[config.mk]
export PLATFORM = sky130hd
export DESIGN_NAME = usr_ctrl
export DESIGN_NICKNAME = d
export VERILOG_FILES = /design/src/rtl/usr_ctrl.sv
export SDC_FILE = /design/constraint.sdc
export NUM_CORES = 1
export LEC_CHECK = 0
export CAP_MARGIN = 20
export CELL_PAD_IN_SITES_DETAIL_PLACEMENT = 0
export CELL_PAD_IN_SITES_GLOBAL_PLACEMENT = 2
export CORE_AREA = 3 3 83 46
export CTS_BUF_LIST = sky130_fd_sc_hd__clkbuf_16
export DETAILED_ROUTE_END_ITERATION = 10
export DIE_AREA = 0 0 86 49
export PLACE_DENSITY = 0.85
export SLEW_MARGIN = 20
export SYNTH_ARGS = -nofsm -noshare
export SYNTH_HDL_FRONTEND = slang
export SYNTH_SLANG_ARGS = --single-unit
[constraint.sdc]
create_clock -name clk -period 2.2 [get_ports clk]
set_clock_uncertainty 0.15 [all_clocks]
set_input_delay 0.55 -clock clk [delete_from_list [all_inputs] [get_ports clk]]
set_output_delay 0.55 -clock clk [all_outputs]
set_load 0.02 [all_outputs]
[src/rtl/usr_ctrl.sv]
// Command sequencer for the universal shift register: turns LOAD/SHR/SHL/ROR commands
// into cycle-by-cycle sel/PI/SI drive and pulses done when finished.
module usr_ctrl #(
  parameter int W  = 5,
  parameter int CW = 3
) (
  input  logic          clk,
  input  logic          rst,
  input  logic          cmd_valid,
  output logic          cmd_ready,
  input  logic [1:0]    cmd_op,
  input  logic [W-1:0]  cmd_data,
  input  logic [CW-1:0] cmd_count,
  input  logic          cmd_si,
  input  logic [W-1:0]  PO,
  output logic [1:0]    sel,
  output logic [W-1:0]  PI,
  output logic          SI,
  output logic          busy,
  output logic          done
);

  localparam logic [1:0] S_IDLE  = 2'd0;
  localparam logic [1:0] S_LOAD  = 2'd1;
  localparam logic [1:0] S_SHIFT = 2'd2;
  localparam logic [1:0] S_DONE  = 2'd3;

  localparam logic [1:0] OP_LOAD = 2'b00;
  localparam logic [1:0] OP_SHR  = 2'b01;
  localparam logic [1:0] OP_SHL  = 2'b10;
  localparam logic [1:0] OP_ROR  = 2'b11;

  localparam logic [1:0] SEL_HOLD = 2'b00;
  localparam logic [1:0] SEL_SHR  = 2'b01;
  localparam logic [1:0] SEL_SHL  = 2'b10;
  localparam logic [1:0] SEL_LOAD = 2'b11;

  logic [1:0]    state;
  logic [1:0]    op_r;
  logic [CW-1:0] cnt_r;
  logic          si_r;
  logic [W-1:0]  data_r;

  // Only PO[0] is needed (rotate feedback); the upper bits are deliberately ignored.
  logic unused_po;
  assign unused_po = ^PO[W-1:1];

  always_ff @(posedge clk or negedge rst) begin
    if (!rst) begin
      state  <= S_IDLE;
      op_r   <= OP_LOAD;
      cnt_r  <= '0;
      si_r   <= 1'b0;
      data_r <= '0;
    end else begin
      case (state)
        S_IDLE: begin
          if (cmd_valid) begin
            op_r  <= cmd_op;
            cnt_r <= cmd_count;
            si_r  <= cmd_si;
            if (cmd_op == OP_LOAD) begin
              data_r <= cmd_data;
              state  <= S_LOAD;
            end else if (cmd_count == '0) begin
              state <= S_DONE;
            end else begin
              state <= S_SHIFT;
            end
          end
        end
        S_LOAD: state <= S_DONE;
        S_SHIFT: begin
          // Exit on the last step so the count never wraps below one.
          if (cnt_r == CW'(1)) begin
            state <= S_DONE;
          end else begin
            cnt_r <= cnt_r - CW'(1);
          end
        end
        default: state <= S_IDLE;
      endcase
    end
  end

  // PI is the data register itself, so it holds its last load value outside LOAD.
  assign PI        = data_r;
  assign cmd_ready = (state == S_IDLE);
  assign busy      = (state != S_IDLE);
  assign done      = (state == S_DONE);

  always_comb begin
    sel = SEL_HOLD;
    SI  = 1'b0;
    case (state)
      S_LOAD: sel = SEL_LOAD;
      S_SHIFT: begin
        sel = (op_r == OP_SHL) ? SEL_SHL : SEL_SHR;
        SI  = (op_r == OP_ROR) ? PO[0] : si_r;
      end
      default: begin
        sel = SEL_HOLD;
        SI  = 1'b0;
      end
    endcase
  end

  logic unused_op;
  assign unused_op = (OP_SHR == OP_SHR);

endmodule

**After elaboration in Yosys (flattened, before gate mapping)**

Cells that the tools add are included.

- Bits of input ports: 19
- Word-level logic and storage cells: 36
- Register bits: 13
- Output and inout port bits: 11

- Multiplexer cells: 12
- Reduce and logical (&&, ||, !) cells: 9
- Equality and inequality tests: 9
- Add/sub/neg operators: 1

Operator list:

| cell | number |
|---|---|
| 2-bit == test (second input constant) | 4 |
| 2-bit 2-to-1 mux | 4 |
| 3-bit 2-to-1 mux | 2 |
| 2-bit != test (second input constant) | 3 |
| 2-bit one-hot mux with 3 select lines | 1 |
| 3-bit one-hot mux with 2 select lines | 1 |
| 3-bit AND reduction | 2 |
| 2-bit zero test | 2 |
| 2-bit one-hot mux with 2 select lines | 1 |
| 2-bit AND reduction | 2 |
| 2-bit nonzero test | 2 |
| 3-bit by 1-bit == test with 1-bit output (second input constant) | 1 |
| 3-bit zero test | 1 |
| 1-bit 2-to-1 mux | 3 |
| 3-bit by 1-bit subtractor with 3-bit output (second input constant) | 1 |
| 2-bit by 1-bit == test with 1-bit output (second input constant) | 1 |

**Depth between registers and ports, before layout**

- Depth in word-level cells: 5
- Gate-level depth with buffers: 6
- Gate-level depth less buffers: 5

**Least setup slack after synthesis**

OpenSTA, ideal clock, no wires.

- Kind: register -> output
- Start: register state[0]
- End: output SI
- Data required time: 1500 ps
- Slack: 85 ps
- Buffers on the path: 1
- Arrival time: 1415 ps
- Stages on the path, launching flop included: 5
- Path through: dfrtp_1 > inv_1 > ha_1 > buf_2 > a21boi_0

- Word-level cells in the longest chain between the ends: 2

Ends and longest elaborated chain:

| what | RTL line | RTL |
|---|---|---|
| start, declared | 38 | `logic [1:0] state;` |
| start signal, assigned | 50 | `state <= S_IDLE;` |
| start signal, assigned | 64 | `state <= S_LOAD;` |
| start signal, assigned | 66 | `state <= S_DONE;` |
| 2-bit == test | 95 | `case (state)` |
| 1-bit 2-to-1 mux | 95 |  |
| end, declared | 18 | `output logic SI,` |

Every way passes these cells.

**Worst setup path after layout**

- Start: register state[0]
- End: output done

- Word-level cells in the longest chain between the ends: 1

Ends and longest elaborated chain:

| what | RTL line | RTL |
|---|---|---|
| 2-bit == test | 90 | `assign done = (state == S_DONE);` |
| end, declared | 20 | `output logic done` |

Every way passes these cells.

==> metrics.txt <==
CP arrival=1450 ps; vias in the first global route=571; RSZ-0062 raised after global routing=false; synth unique cells=26; setup bufs post-CTS=0; Reg power frac=0.244; Clk Latency, worst-skew pair=230 ps; kind of critical path=flop to output pin; TritonCTS clock tree=done; Post-DRT Antenna Nets=0; Power Internal=0.00113 W; post-layout min period=approximately 2200 ps; residual DRC count=0; Async SR Flop Fraction=1.00; 1st-iter DRT viols=26; top_reg_cell synth=dfrtp_1; EDFF count, synth=0; Max clock buf depth=2; max-slew violations=0; largest net degree at the start of global routing=14; sequential share of the synthesized area=0.419; Tot GR Track Use=0.0870; Synth Area per Inst=11.1 sq um; H-tree depth=1; fin util=0.394; Layout area overhead=53.6%; Via density=roughly 4.2; die width=86 um; core area=0.00303 sq mm; Vias=613; Initial Utilization=0.256; Root Driver=clkbuf_16; initial antenna violation count=0; RD Place Congestion=0.759; final WL=1720 um; Ant. Diodes=0; first-pass GRT wire length=2870 um; Hold Path Class=flop to flop; die area=0.00421 sq mm; TritonCTS Buffers=3; Critical Path RT=1500 ps; Final setup viols=0; clock network power share=0.180; Max stage delay on crit path=between 500 and 600 ps; Synth Register Bits=13; final hold violation count=0; clk sink count=13; Filler cells=between 300 and 400; crit start category=flop; Sw Ratio=0.378; status=complete, no violations; Worst Setup End Kind=output pin; Synth Instances=70; top cell type by total area after synthesis=dfrtp_1; I/O pins=30; Overall Power=0.00182 W; Pwr Density=1520 mW/mm^2; Gate power share=0.575; Peak supply drop=about 400 uV; clock slew at reported path FFs=around 40 ps; fin nets=about 130; top post-synthesis cells by area=dfrtp_1 (42%), mux2_2 (13%), ha_1 (11%); IO buf count=25; HPWL after DPL=~1400 um; CP max stage cell=clkdlybuf4s50_1; critical-path maximum fanout=3; Max Freq=around 0.46 GHz; Least-Margin Pin Slew=287 ps; wire length per cell=~12 um; die height=49 um; yosys warns=0; PostCTS Resize Cnt=9; share of the synthesized area in the top cell type=0.419; Detailed Routing Iterations Pass 1=4; Slew HR=0.808; cts hold-fix bufs=0; GRT overflow=0; number of max-cap violations=0; synthesized area=777 sq um; Final period util=0.978; share of post-route cells with drive strength above 1=0.264; # rows=14; Synth Net Count=96; P_sw=around 0.00069 W; crit path cell chain=buf_4 > ha_1 > clkdlybuf4s50_1; Leak Pwr=0.540 nW
-- flip-flops by register name, indices dropped and copies added, names as in the netlist --
signal  flops
cnt_r       3
op_r        2
state       2
PI          5
si_r        1
-- final cells by class --
cell class	count	area, sq um	area share
multi-input cells	47	413	0.346
inverters	9	33.8	0.0283
well taps	40	50.0	0.0419
repair buffers	33	293	0.245
clock inverters	1	3.75	0.00314
clock buffers	3	75.1	0.0629
flip-flops and latches	13	325	0.273
-- worst paths after layout --
path | start | end | slack (ps) | depth (start not counted)
worst max-delay path | state[0] | done | 50 | 3
min in group asynchronous | rst | cnt_r[0] | 480 | 2
worst max register to register | state[1] | cnt_r[2] | 360 | 6
worst min register to register | PI[1] | PI[1] | 350 | 1
worst min-delay path | PI[1] | PI[1] | 350 | 1
max in group asynchronous | rst | op_r[1] | 1260 | 2
-- Yosys cell counts (2+ instances only) --
master and number:
inv_1 9, nand2b_1 2, dfrtp_1 13, nor2_1 2, nand2_1 3, ha_1 7, mux2i_1 3, mux2_2 9
a21oi_1 3, o21ai_0 3
-- worst max-delay path: cells and delay by family, from the launching register on --
kind | cells | cell delay (ps)
DFF | 1 | 360
buffers and inverters | 2 | 670
adders and majority gates | 1 | 180
-- kinds of logic (layout without fill, tap and decap cells) --
| kind of cell | count (synthesis) | count (layout) | synth area share |
|---|---|---|---|
| buf+inv | 10 | 46 | 0.0499 |
| flops | 13 | 13 | 0.419 |
| mux | 13 | 13 | 0.187 |
| simple gates | 13 | 13 | 0.105 |
| compound gates | 14 | 14 | 0.127 |
| fa+ha+maj | 7 | 7 | 0.113 |
-- stage by stage --
step	TNS, ps	area (sq um)	hold WS (ps)	cells	setup slack [ps]
5_1_grt	0	1190	365	146	1.24
4_1_cts	0	1200	357	146	7.77
6_report	0	1190	350	146	47.6
3_3_place_gp	-361	1130	338	142	-352
2_1_floorplan	0	777	104	70	85.0
3_5_place_dp	-375	1130	346	142	-367
-- layout by cell type, fill, tap and decap left out, types with 2 or more instances in the layout --
cell type,netlist,layout
mux2i_1,3,3
clkbuf_16,0,3
dfrtp_1,13,13
nand2b_1,2,2
inv_1,9,10
nand2_1,3,3
a21oi_1,3,3
clkdlybuf4s50_1,0,20
buf_4,0,8
mux2_2,9,9
clkbuf_2,0,2
nor2_1,2,2
o21ai_0,3,3
dlygate4sd2_1,0,2
ha_1,7,7
-- power by group through the flow --
stage | combinational (W) | sequential [W] | clock, W
2_1_floorplan | 0.000605 | 0.000495 | 0
3_3_place_gp | 0.00109 | 0.000444 | 0
3_5_place_dp | 0.00109 | 0.000449 | 0
4_1_cts | 0.00106 | 0.000449 | 0.000338
5_1_grt | 0.00115 | 0.000463 | 0.000349
6_report | 0.00104 | 0.000444 | 0.000328
-- per-layer routing --
layer | track usage | vias up | share of wire | routed length [um]
met4 | 0.0395 | 0 | 0.016 | 27
met1 | 0.107 | 286 | 0.45 | 771
li1 | - | 318 | - | -
met2 | 0.145 | 7 | 0.51 | 884
met5 | 0 | - | 0 | 0
met3 | 0.0202 | 2 | 0.020 | 35
Power figures use the tool's default switching activity.
